<file path="config.mk">
export PLATFORM = sky130hd
export DESIGN_NAME = vram_arbiter
export DESIGN_NICKNAME = d
export VERILOG_FILES = /design/src/rtl/vram_arbiter.sv
export SDC_FILE = /design/constraint.sdc
export NUM_CORES = 1
export LEC_CHECK = 0
export CAP_MARGIN = 5
export CELL_PAD_IN_SITES_DETAIL_PLACEMENT = 1
export CELL_PAD_IN_SITES_GLOBAL_PLACEMENT = 1
export CORE_MARGIN = 2
export CORE_UTILIZATION = 36
export DETAILED_ROUTE_END_ITERATION = 10
export PLACE_DENSITY_LB_ADDON = 0.1
export REMOVE_ABC_BUFFERS = 1
export SYNTH_ARGS = -nofsm -noshare
export SYNTH_HDL_FRONTEND = slang
export SYNTH_SLANG_ARGS = --single-unit
export TNS_END_PERCENT = 1
</file>
<file path="constraint.sdc">
create_clock -name Clk -period 3.6 [get_ports Clk]
set_clock_uncertainty 0.05 [all_clocks]
set_input_delay 0.72 -clock Clk [delete_from_list [all_inputs] [get_ports Clk]]
set_output_delay 0.72 -clock Clk [all_outputs]
set_load 0.005 [all_outputs]
</file>
<file path="src/rtl/vram_arbiter.sv">
// vram_arbiter: sequences the shared video-memory port between the scanline
// fetch path (video, read-only, priority) and the host port (read/write).
// Each grant runs a fixed WAIT-cycle strobe, then one RECOVER cycle that
// carries the completion pulse. Host starvation is bounded by VMAX.
module vram_arbiter #(
    parameter int unsigned A    = 18,
    parameter int unsigned P    = 1,
    parameter int unsigned WAIT = 2,
    parameter int unsigned VMAX = 4
) (
    input  logic         Clk,
    input  logic         ResetN,
    input  logic         VidReq,
    input  logic [A-1:0] VidAddress,
    input  logic [P-1:0] VidPage,
    output logic [7:0]   VidData,
    output logic         VidValid,
    input  logic         HostReq,
    input  logic         HostWrite,
    input  logic [A-1:0] HostAddress,
    input  logic [P-1:0] HostPage,
    input  logic [7:0]   HostDataIn,
    output logic [7:0]   HostDataOut,
    output logic         HostAck,
    output logic [A-1:0] MemAddress,
    output logic [P-1:0] MemPageMux,
    output logic [7:0]   MemDataOut,
    input  logic [7:0]   MemDataIn,
    output logic         MemRead,
    output logic         MemWrite
);

    localparam logic [3:0] WAIT_INIT = 4'(WAIT - 1);
    localparam logic [3:0] VMAX_L    = 4'(VMAX);

    typedef enum logic [1:0] {
        ST_IDLE,
        ST_VID_ACCESS,
        ST_HOST_ACCESS,
        ST_RECOVER
    } state_t;

    state_t       state_q,      state_d;
    logic [3:0]   wait_q,       wait_d;
    logic [3:0]   streak_q,     streak_d;
    logic         host_write_q, host_write_d;
    logic [A-1:0] mem_addr_q,   mem_addr_d;
    logic [P-1:0] mem_page_q,   mem_page_d;
    logic [7:0]   mem_dout_q,   mem_dout_d;
    logic         mem_read_q,   mem_read_d;
    logic         mem_write_q,  mem_write_d;
    logic [7:0]   vid_data_q,   vid_data_d;
    logic         vid_valid_q,  vid_valid_d;
    logic [7:0]   host_dout_q,  host_dout_d;
    logic         host_ack_q,   host_ack_d;

    // Next-state: grant decision in IDLE, strobe countdown in ACCESS, capture at the last ACCESS edge
    always_comb begin
        state_d      = state_q;
        wait_d       = wait_q;
        streak_d     = streak_q;
        host_write_d = host_write_q;
        mem_addr_d   = mem_addr_q;
        mem_page_d   = mem_page_q;
        mem_dout_d   = mem_dout_q;
        mem_read_d   = mem_read_q;
        mem_write_d  = mem_write_q;
        vid_data_d   = vid_data_q;
        vid_valid_d  = 1'b0;
        host_dout_d  = host_dout_q;
        host_ack_d   = 1'b0;

        unique case (state_q)
            ST_IDLE: begin
                // Video wins a tie unless it has already used its streak allowance
                if (VidReq && !(HostReq && streak_q == VMAX_L)) begin
                    state_d     = ST_VID_ACCESS;
                    wait_d      = WAIT_INIT;
                    mem_addr_d  = VidAddress;
                    mem_page_d  = VidPage;
                    mem_read_d  = 1'b1;
                    mem_write_d = 1'b0;
                    if (!HostReq)
                        streak_d = '0;
                    else if (streak_q != VMAX_L)
                        streak_d = streak_q + 4'd1;
                end else if (HostReq) begin
                    state_d      = ST_HOST_ACCESS;
                    wait_d       = WAIT_INIT;
                    streak_d     = '0;
                    host_write_d = HostWrite;
                    mem_addr_d   = HostAddress;
                    mem_page_d   = HostPage;
                    mem_read_d   = !HostWrite;
                    mem_write_d  = HostWrite;
                    if (HostWrite)
                        mem_dout_d = HostDataIn;
                end
            end
            ST_VID_ACCESS: begin
                if (wait_q == '0) begin
                    state_d     = ST_RECOVER;
                    mem_read_d  = 1'b0;
                    vid_data_d  = MemDataIn;
                    vid_valid_d = 1'b1;
                end else begin
                    wait_d = wait_q - 4'd1;
                end
            end
            ST_HOST_ACCESS: begin
                if (wait_q == '0) begin
                    state_d     = ST_RECOVER;
                    mem_read_d  = 1'b0;
                    mem_write_d = 1'b0;
                    host_ack_d  = 1'b1;
                    if (!host_write_q)
                        host_dout_d = MemDataIn;
                end else begin
                    wait_d = wait_q - 4'd1;
                end
            end
            ST_RECOVER: begin
                state_d = ST_IDLE;
            end
            default: begin
                state_d = ST_IDLE;
            end
        endcase
    end

    // State and registered outputs; reset drops strobes and pulses immediately
    always_ff @(posedge Clk or negedge ResetN) begin
        if (!ResetN) begin
            state_q      <= ST_IDLE;
            wait_q       <= '0;
            streak_q     <= '0;
            host_write_q <= 1'b0;
            mem_addr_q   <= '0;
            mem_page_q   <= '0;
            mem_dout_q   <= '0;
            mem_read_q   <= 1'b0;
            mem_write_q  <= 1'b0;
            vid_data_q   <= '0;
            vid_valid_q  <= 1'b0;
            host_dout_q  <= '0;
            host_ack_q   <= 1'b0;
        end else begin
            state_q      <= state_d;
            wait_q       <= wait_d;
            streak_q     <= streak_d;
            host_write_q <= host_write_d;
            mem_addr_q   <= mem_addr_d;
            mem_page_q   <= mem_page_d;
            mem_dout_q   <= mem_dout_d;
            mem_read_q   <= mem_read_d;
            mem_write_q  <= mem_write_d;
            vid_data_q   <= vid_data_d;
            vid_valid_q  <= vid_valid_d;
            host_dout_q  <= host_dout_d;
            host_ack_q   <= host_ack_d;
        end
    end

    assign VidData     = vid_data_q;
    assign VidValid    = vid_valid_q;
    assign HostDataOut = host_dout_q;
    assign HostAck     = host_ack_q;
    assign MemAddress  = mem_addr_q;
    assign MemPageMux  = mem_page_q;
    assign MemDataOut  = mem_dout_q;
    assign MemRead     = mem_read_q;
    assign MemWrite    = mem_write_q;

endmodule

</file>
==> impl_metrics.env, run 1 <==
export IMPL_status="finished clean"
export IMPL_routed_top_layer="met4"
export IMPL_cap_violations=0
export IMPL_cts_made_buffers=9
export IMPL_gp_congestion=0.741
export IMPL_core_um2=7610
export IMPL_avgSynthCellArea_um2=11.1
export IMPL_synth_seq_cells=58
export IMPL_crit_type="register to register"
export IMPL_grt_pass1_vias=2614
export IMPL_power_total_mw=3.34
export IMPL_fmax_mhz=384
export IMPL_cp_max_fo=27
export IMPL_synth_top_area_share=0.520
export IMPL_overflow=0
export IMPL_synth_area_top_cells="dfrtp_1 52%, mux2_2 10%, nand2_1 5.8%"
export IMPL_synthToLayoutAreaGrowth_pct=47.0
export IMPL_dr_first_iter_drc_count=63
export IMPL_synth_ff_type="dfrtp_1"
export IMPL_synth_edf_count=0
export IMPL_path_clk_slew_ns=0.07
export IMPL_syn_area_um2=2790
export IMPL_worst_ep_arrival_time_ns=2.81
export IMPL_wl_per_cell_um=17.7
export IMPL_h_tree_depth=3
export IMPL_p_leak_nw=1.67
export IMPL_synth_warning_count=0
export IMPL_cts_tree="done"
export IMPL_antenna_found_initial=0
export IMPL_setup_tns_ns=0
export IMPL_reg2reg_to="MemAddress[10]"
export IMPL_tightest_slew_ns=1.01
export IMPL_yosysSeqAreaShare=0.520
export IMPL_rr_startpoint="state_q[0]"
export IMPL_cts_root_buffer="clkbuf_8"
export IMPL_viasPerCell=5.19
export IMPL_crit_slowest_cell="ha_1"
export IMPL_die_y_um=92.0
export IMPL_clk_latency_ns=0.33
export IMPL_hold_viol_final=0
export IMPL_vias=2399
export IMPL_hold_buffers=0
export IMPL_nFillCells=824
export IMPL_io_pins=106
export IMPL_crit_chain="inv_1 -> ha_1 -> o21a_1 -> nand2_1 -> o211ai_1"
export IMPL_post_route_util=0.539
export IMPL_final_net_count=423
export IMPL_start_kind="register"
export IMPL_crit_family="compound AO/OA/AOI/OAI gates"
export IMPL_placed_area_um2=3910
export IMPL_m1WireLength_um=3560
export IMPL_hold_path_class="primary input to asynchronous set/reset pin"
export IMPL_async_flop_share=1.00
export IMPL_peakVddDrop_mv=0.348
export IMPL_ys_types=42
export IMPL_cts_setup_buffers=0
export IMPL_max_slew_margin=0.324
export IMPL_grt_pass1_wl_um=13700
export IMPL_reg2reg_depth=5
export IMPL_fin_crit_sh=0.724
export IMPL_portBuffers=105
export IMPL_cts_sinks=58
export IMPL_period_needed_ns=2.61
export IMPL_drc=0
export IMPL_yosys_area_top_type="dfrtp_1"
export IMPL_clockBufferDepth=2
export IMPL_ant_nets=0
export IMPL_finalSetupViolations=0
export IMPL_regToRegSetupSlack_ns=0.99
export IMPL_fin_area_um2=4100
export IMPL_rsz0062_at_grt="no"
export IMPL_wl_um=8190
export IMPL_path_buf_inv=1
export IMPL_p_per_area_nw_per_um2=814
export IMPL_dpl_hpwl_um=5850
export IMPL_row_count=32
export IMPL_n_antenna_cell=0
export IMPL_drt_first_pass_iters=4
export IMPL_cp_required_ns=3.80
export IMPL_die_w_um=92.0
export IMPL_wl_met2_um=4110
export IMPL_syn_inst=252
export IMPL_dieArea_um2=8470
export IMPL_worst_path_largest_cell_delay_ns=0.84
export IMPL_start_util=0.367
export IMPL_drive_above_1_share=0.153
export IMPL_wl_met3_um=412
export IMPL_grt_max_degree=32
export IMPL_ctsResizeCount=0
export IMPL_grt_util_all_layers=0.209
export IMPL_cp_end_kind="register"
export IMPL_final_max_slew_viol_count=0
-- power breakdown --
part	internal, mW	switching, mW
Clock	0.315	0.263
Sequential	0.969	0.186
Combinational	0.905	0.700
-- logic make-up (layout without fill, tap and decap cells) --
| logic type | count (synthesis) | after routing | synth area share |
|---|---|---|---|
| simple gates | 84 | 84 | 0.161 |
| flops | 58 | 58 | 0.520 |
| compound gates | 47 | 47 | 0.128 |
| buf+inv | 28 | 136 | 0.0458 |
| mux | 26 | 26 | 0.105 |
| fa+ha+maj | 9 | 9 | 0.0404 |
-- cell usage after synthesis, types with 2 or more instances --
library cell and number:
nand3_1 4, a32o_1 2, clkbuf_1 9, mux2_2 25, a21oi_1 3, nand4_1 19
buf_4 2, o221ai_1 2, o21ai_0 5, and2_1 3, ha_1 9, nand2_1 43
inv_1 10, o32a_2 2, nor3b_1 2, dfrtp_1 58, buf_2 6, a21boi_0 2
o22ai_1 2, nor2_1 2, nand3b_1 2, o211ai_1 20
-- through the flow --
stage / hold WS (ns) / setup WS (ns) / instances
3_3_place_gp: 0.427 / 0.844 / 446
5_1_grt: 0.423 / 0.769 / 462
6_report: 0.359 / 0.993 / 462
2_1_floorplan: 0.374 / 1.35 / 234
3_5_place_dp: 0.441 / 0.807 / 446
4_1_cts: 0.393 / 0.961 / 462
-- how the worst max path moves through the flow --
| stage | startpoint | end | slack [ns] | cells past startpoint |
|---|---|---|---|---|
| 6_report | state_q[0] | MemAddress[10] | 0.99 | 5 |
| 2_1_floorplan | state_q[0] | wait_q[2] | 1.35 | 5 |
| 4_1_cts | state_q[0] | MemAddress[5] | 0.96 | 5 |
| 3_3_place_gp | HostReq | MemAddress[2] | 0.84 | 4 |
| 5_1_grt | state_q[1] | MemAddress[15] | 0.77 | 5 |
| 3_5_place_dp | HostReq | MemAddress[4] | 0.81 | 4 |
-- per-layer routing --
layer | global-route usage | up-vias
met4 | 0.0721 | 0
met2 | 0.347 | 64
met1 | 0.272 | 1208
li1 | - | 1120
met3 | 0.0411 | 7
met5 | 0 | -
-- sequential cells by signal, indices dropped and copies added (netlist names) --
name,count
HostDataOut,8
VidValid,1
MemAddress,18
streak_q,4
state_q,2
MemPageMux,1
wait_q,4
MemWrite,1
HostAck,1
MemDataOut,8
host_write_q,1
VidData,8
MemRead,1
-- worst reg2reg max path: cells and delay by family, from the launching register on --
| family | cells | cell delay, ns |
|---|---|---|
| compound gates | 2 | 0.98 |
| fa+ha+maj | 1 | 0.84 |
| flops | 1 | 0.42 |
| simple gates | 1 | 0.13 |
| buf+inv | 1 | 0.11 |
-- cell usage in the layout, fill, tap and decap left out, types with 3 or more instances in the layout --
master           Yosys  final
clkdlybuf4s50_1      0    104
dfrtp_1             58     58
nand2_1             43     43
mux2_2              25     25
o211ai_1            20     20
nand4_1             19     19
inv_1               10     10
ha_1                 9      9
clkbuf_8             0      9
o21ai_0              5      5
buf_4                2      5
nand3_1              4      4
clkinv_2             0      4
and2_1               3      3
a21oi_1              3      3
-- area by class of cell --
| class | instances | area, um2 | share of cell area |
|---|---|---|---|
| Clock buffer | 10 | 128 | 0.0311 |
| Clock inverter | 6 | 57.6 | 0.0140 |
| Inverter | 10 | 37.5 | 0.00916 |
| Multi-Input combinational cell | 166 | 1210 | 0.296 |
| Sequential cell | 58 | 1450 | 0.354 |
| Tap cell | 102 | 128 | 0.0311 |
| Timing Repair Buffer | 110 | 1080 | 0.264 |
No activity file was read; power rests on OpenSTA's default activity.
==> run 2, diff against run 1 <==
CORE_UTILIZATION = 33   (was 36)
clock period = 2.5 ns   (was 3.6 ns; I/O delays follow)
==> run 2 against run 1 <==
Against the previous run:
- cell area up 3.7%
- clock power up 87%
- critical endpoint is now VidData[5]
- first-iteration DRC count down 4.8%
- critical path type unchanged
- core utilization down 2.1 points
==> impl_metrics.env, run 2 (synthesized netlist as in run 1, its figures left out) <==
export IMPL_final_max_slew_viol_count=0
export IMPL_cp_max_fo=9
export IMPL_cts_made_buffers=9
export IMPL_final_cell_mix="104 x clkdlybuf4s50_1, 58 x dfrtp_1, 43 x nand2_1, 25 x mux2_2, 20 x o211ai_1"
export IMPL_multiInputGateArea_um2=1210
export IMPL_grt_pass1_vias=2483
export IMPL_place_ws_ns=0.239
export IMPL_cts_tree="done"
export IMPL_antenna_found_initial=0
export IMPL_synthToLayoutAreaGrowth_pct=52.4
export IMPL_wl_per_cell_um=17.4
export IMPL_final_seq_area_um2=1450
export IMPL_wl_um=8250
export IMPL_crit_chain="inv_1 -> ha_1 -> nor3b_4 -> and2_1 -> mux2_2"
export IMPL_n_antenna_cell=0
export IMPL_p_leak_nw=1.75
export IMPL_rsz0062_at_grt="no"
export IMPL_status="finished clean"
export IMPL_drc=0
export IMPL_cap_violations=0
export IMPL_crit_family="simple AND/OR/NAND/NOR gates"
export IMPL_setup_tns_ns=0
export IMPL_clockBufferDepth=2
export IMPL_grt_util_all_layers=0.190
export IMPL_final_net_count=431
export IMPL_grt_pass1_wl_um=13100
export IMPL_worst_path_largest_cell_delay_ns=0.48
export IMPL_cp_required_ns=2.67
export IMPL_p_per_area_nw_per_um2=1210
export IMPL_crit_type="register to register"
export IMPL_nFillCells=894
export IMPL_gp_congestion=0.767
export IMPL_period_needed_ns=2.08
export IMPL_vias=2401
export IMPL_die_y_um=95.9
export IMPL_mostFrequentLayoutCell="clkdlybuf4s50_1"
export IMPL_hold_path_class="primary input to asynchronous set/reset pin"
export IMPL_crit_slowest_cell="and2_1"
export IMPL_grt_max_degree=59
export IMPL_overflow=0
export IMPL_cts_sinks=58
export IMPL_start_kind="register"
export IMPL_path_clk_slew_ns=0.07
export IMPL_start_util=0.339
export IMPL_portBuffers=105
export IMPL_finalSetupViolations=0
export IMPL_fin_crit_sh=0.831
export IMPL_path_buf_inv=1
export IMPL_holdWs_ns=0.112
export IMPL_viasPerCell=5.08
export IMPL_cts_root_buffer="clkbuf_8"
export IMPL_tightest_slew_ns=0.461
export IMPL_drive_above_1_share=0.174
export IMPL_reg2reg_depth=5
export IMPL_peakVddDrop_mv=0.434
export IMPL_cts_setup_buffers=0
export IMPL_fmax_mhz=482
export IMPL_ctsResizeCount=0
export IMPL_clk_latency_ns=0.33
export IMPL_core_um2=8220
export IMPL_dieArea_um2=9200
export IMPL_hold_viol_final=0
export IMPL_dpl_hpwl_um=6090
export IMPL_max_slew_margin=0.693
export IMPL_worst_ep_arrival_time_ns=2.25
export IMPL_cp_num_cells=5
export IMPL_largest_reg_flops=18
export IMPL_io_pins=106
export IMPL_drt_first_pass_iters=4
export IMPL_fin_ws_ns=0.423
export IMPL_ant_nets=0
export IMPL_row_count=33
export IMPL_die_w_um=95.9
export IMPL_hold_buffers=0
export IMPL_dr_first_iter_drc_count=60
export IMPL_cp_end_kind="register"
export IMPL_h_tree_depth=3
## run 2: worst register-to-register path: cells and delay by family (launching register included)
kind | cells | cell delay [ns]
fa+ha+maj | 1 | 0.18
simple gates | 2 | 0.83
buf+inv | 1 | 0.13
mux | 1 | 0.40
flops | 1 | 0.38
## run 2: report_power, final
group | internal, mW | total [mW] | leakage, nW | switching, mW
sequential | 1.39 | 1.67 | 0.712 | 0.272
clock | 0.670 | 1.08 | 0.124 | 0.408
combinational | 1.37 | 2.40 | 0.912 | 1.02
## run 2: metrics by stage
| stage | std cells | power (mW) | utilization | area, um2 |
|---|---|---|---|---|
| CTS | 473 | 5.23 | 0.517 | 4250 |
| global placement | 457 | 4.02 | 0.487 | 4000 |
| floorplan | 234 | 2.77 | - | 2700 |
| global route | 473 | 5.54 | 0.517 | 4250 |
| finish | 473 | 5.14 | 0.517 | 4250 |
| detailed placement | 457 | 4.13 | 0.487 | 4000 |
## run 2: area by class of cell
| cell class | instances | area share |
|---|---|---|
| Clock inverter | 7 | 0.0294 |
| Sequential cell | 58 | 0.341 |
| Tap cell | 105 | 0.0309 |
| Inverter | 10 | 0.00883 |
| Timing Repair Buffer | 118 | 0.275 |
| Clock buffer | 9 | 0.0291 |
| Multi-Input combinational cell | 166 | 0.285 |
## run 2: worst paths after layout
kind                          startpoint       endpoint  slack, ns
setup / recovery               wait_q[0]     VidData[5]       0.42
hold / removal                    ResetN  MemDataOut[3]       0.11
setup reg to reg               wait_q[0]     VidData[5]       0.42
hold reg to reg            MemAddress[6]  MemAddress[6]       0.45
max in group asynchronous         ResetN       MemWrite       2.03
min in group Clk           MemAddress[6]  MemAddress[6]       0.45
## run 2: layer usage
metal,vias to the layer above,part of all wire,GRT usage
met5,-,0,0
met4,0,0.013,0.0619
met3,9,0.048,0.0431
met2,67,0.49,0.317
met1,1185,0.45,0.244
li1,1140,-,-
==> run 3, diff against run 2 <==
clock period = 2.1 ns   (was 2.5 ns; I/O delays follow)
==> run 3 against run 2 <==
Against the previous run:
- total power increased by 19%
- sequential power increased by 19%
- highest routed layer unchanged
- combinational power increased by 19%
- setup slack got worse by 0.21 ns
- critical path depth increased by 2
- sequential cell count unchanged
- critical path type unchanged
- non-clock buffer count increased by 4
==> impl_metrics.env, run 3 (synthesized netlist as in run 1, its figures left out) <==
export IMPL_status="finished clean"
export IMPL_net_switching_power_mw=2.01
export IMPL_gp_congestion=0.769
export IMPL_final_max_slew_viol_count=0
export IMPL_die_y_um=95.9
export IMPL_clockBufferDepth=2
export IMPL_gr_usage_met3=0.0439
export IMPL_wl_per_cell_um=16.7
export IMPL_core_um2=8220
export IMPL_dieArea_um2=9200
export IMPL_cts_root_buffer="clkbuf_8"
export IMPL_place_ws_ns=-0.00279
export IMPL_row_count=33
export IMPL_wl_um=7950
export IMPL_n_antenna_cell=0
export IMPL_io_pins=106
export IMPL_instances_no_fill=477
export IMPL_grt_max_degree=39
export IMPL_clk_latency_ns=0.34
export IMPL_drc=0
export IMPL_final_net_count=435
export IMPL_drt_first_pass_iters=4
export IMPL_grtUsageMet2=0.295
export IMPL_holdWs_ns=0.00530
export IMPL_drive_above_1_share=0.183
export IMPL_worst_ep_arrival_time_ns=2.09
export IMPL_path_buf_inv=3
export IMPL_final_cell_mix="104 x clkdlybuf4s50_1, 58 x dfrtp_1, 43 x nand2_1, 25 x mux2_2, 20 x o211ai_1"
export IMPL_start_kind="register"
export IMPL_grt_pass1_wl_um=12900
export IMPL_h_tree_depth=3
export IMPL_finalSetupViolations=0
export IMPL_fmax_mhz=530
export IMPL_crit_type="register to register"
export IMPL_tightest_slew_ns=0.544
export IMPL_power_total_mw=6.12
export IMPL_dp_cells=461
export IMPL_power_frac_comb=0.466
export IMPL_p_per_area_nw_per_um2=1420
export IMPL_peakVddDrop_mv=0.649
export IMPL_fin_ws_ns=0.213
export IMPL_fin_crit_sh=0.898
export IMPL_p_leak_nw=1.77
export IMPL_period_needed_ns=1.89
export IMPL_cts_sinks=58
export IMPL_rsz0062_at_grt="no"
export IMPL_switching_share=0.328
export IMPL_hold_viol_final=0
export IMPL_hold_buffers=0
export IMPL_vias=2404
export IMPL_die_w_um=95.9
export IMPL_clockPowerShare=0.211
export IMPL_cp_required_ns=2.31
export IMPL_synthToLayoutAreaGrowth_pct=54.4
export IMPL_crit_family="buffers and inverters"
export IMPL_overflow=0
export IMPL_worst_path_largest_cell_delay_ns=0.43
export IMPL_dpl_hpwl_um=5950
export IMPL_crit_slowest_cell="dfrtp_1"
export IMPL_viasPerCell=5.04
export IMPL_grt_util_all_layers=0.184
export IMPL_post_route_util=0.524
export IMPL_hold_path_class="primary input to asynchronous set/reset pin"
export IMPL_ctsResizeCount=0
export IMPL_max_slew_margin=0.638
export IMPL_cap_violations=0
export IMPL_start_util=0.339
export IMPL_portBuffers=105
export IMPL_cts_tree="done"
export IMPL_grt_pass1_vias=2544
export IMPL_dr_first_iter_drc_count=58
export IMPL_grt_use_met1=0.246
export IMPL_p_int_mw=4.11
export IMPL_antenna_found_initial=0
export IMPL_seqPwrFrac=0.323
export IMPL_cp_end_kind="register"
export IMPL_cts_setup_buffers=0
export IMPL_ant_nets=0
export IMPL_cp_max_fo=23
export IMPL_grt_busiest_layer="met2"
export IMPL_mostFrequentLayoutCell="clkdlybuf4s50_1"
export IMPL_largest_reg_flops=18
export IMPL_cts_made_buffers=9
export IMPL_path_clk_slew_ns=0.07
export IMPL_crit_chain="inv_1 -> ha_1 -> buf_4 -> o21a_1 -> buf_12 -> nand2_1 -> o211ai_1"
[run 3: changes by cell type in the layout (fill, tap and decap cells not counted)]
cell	before	now
buf_12	2	4
buf_4	11	13
[run 3: power by group through the flow]
stage | clock [mW] | combinational [mW] | sequential, mW
floorplan | 0 | 1.30 | 2.00
global placement | 0 | 2.84 | 1.98
detailed placement | 0 | 2.90 | 2.00
CTS | 1.32 | 2.91 | 1.98
global route | 1.38 | 3.16 | 2.04
finish | 1.29 | 2.85 | 1.98
[run 3: layer usage]
| metal | up-vias | share of wire |
|---|---|---|
| li1 | 1144 | - |
| met1 | 1187 | 0.47 |
| met2 | 64 | 0.47 |
| met3 | 9 | 0.047 |
| met4 | 0 | 0.014 |
| met5 | - | 0 |
[run 3: path summary, 6_finish.rpt]
| kind | cells after the start | startpoint | slack (ns) | to |
|---|---|---|---|---|
| max | 7 | state_q[0] | 0.21 | MemAddress[8] |
| min | 1 | ResetN | 0.005 | MemAddress[15] |
| max reg2reg | 7 | state_q[0] | 0.21 | MemAddress[8] |
| min reg2reg | 2 | MemAddress[7] | 0.45 | MemAddress[7] |
| max in group asynchronous | 2 | ResetN | 1.39 | MemRead |
| min in group Clk | 2 | MemAddress[7] | 0.45 | MemAddress[7] |
[run 3: through the flow]
| stage | TNS [ns] | area (um2) |
|---|---|---|
| detailed placement | -0.00411 | 4060 |
| global placement | 0 | 4060 |
| floorplan | -0.665 | 2700 |
| CTS | 0 | 4310 |
| finish | 0 | 4310 |
| global route | 0 | 4310 |
[run 3: worst register-to-register path, delay by kind of cell (launching register included)]
family,cells,cell delay [ns]
buffers and inverters,3,0.60
AO/OA/AOI/OAI,2,0.38
AND/OR/NAND/NOR,1,0.08
adder cells (fa/ha/maj),1,0.27
flip-flops,1,0.43
[run 3: area by class of cell]
type / count / area [um2]
clock inverter: 7 / 125
clock buffer: 9 / 124
sequential: 58 / 1450
fill: 909 / 3910
inverter: 10 / 37.5
tap: 105 / 131
multi-input combinational: 166 / 1210
timing repair buffer: 122 / 1220
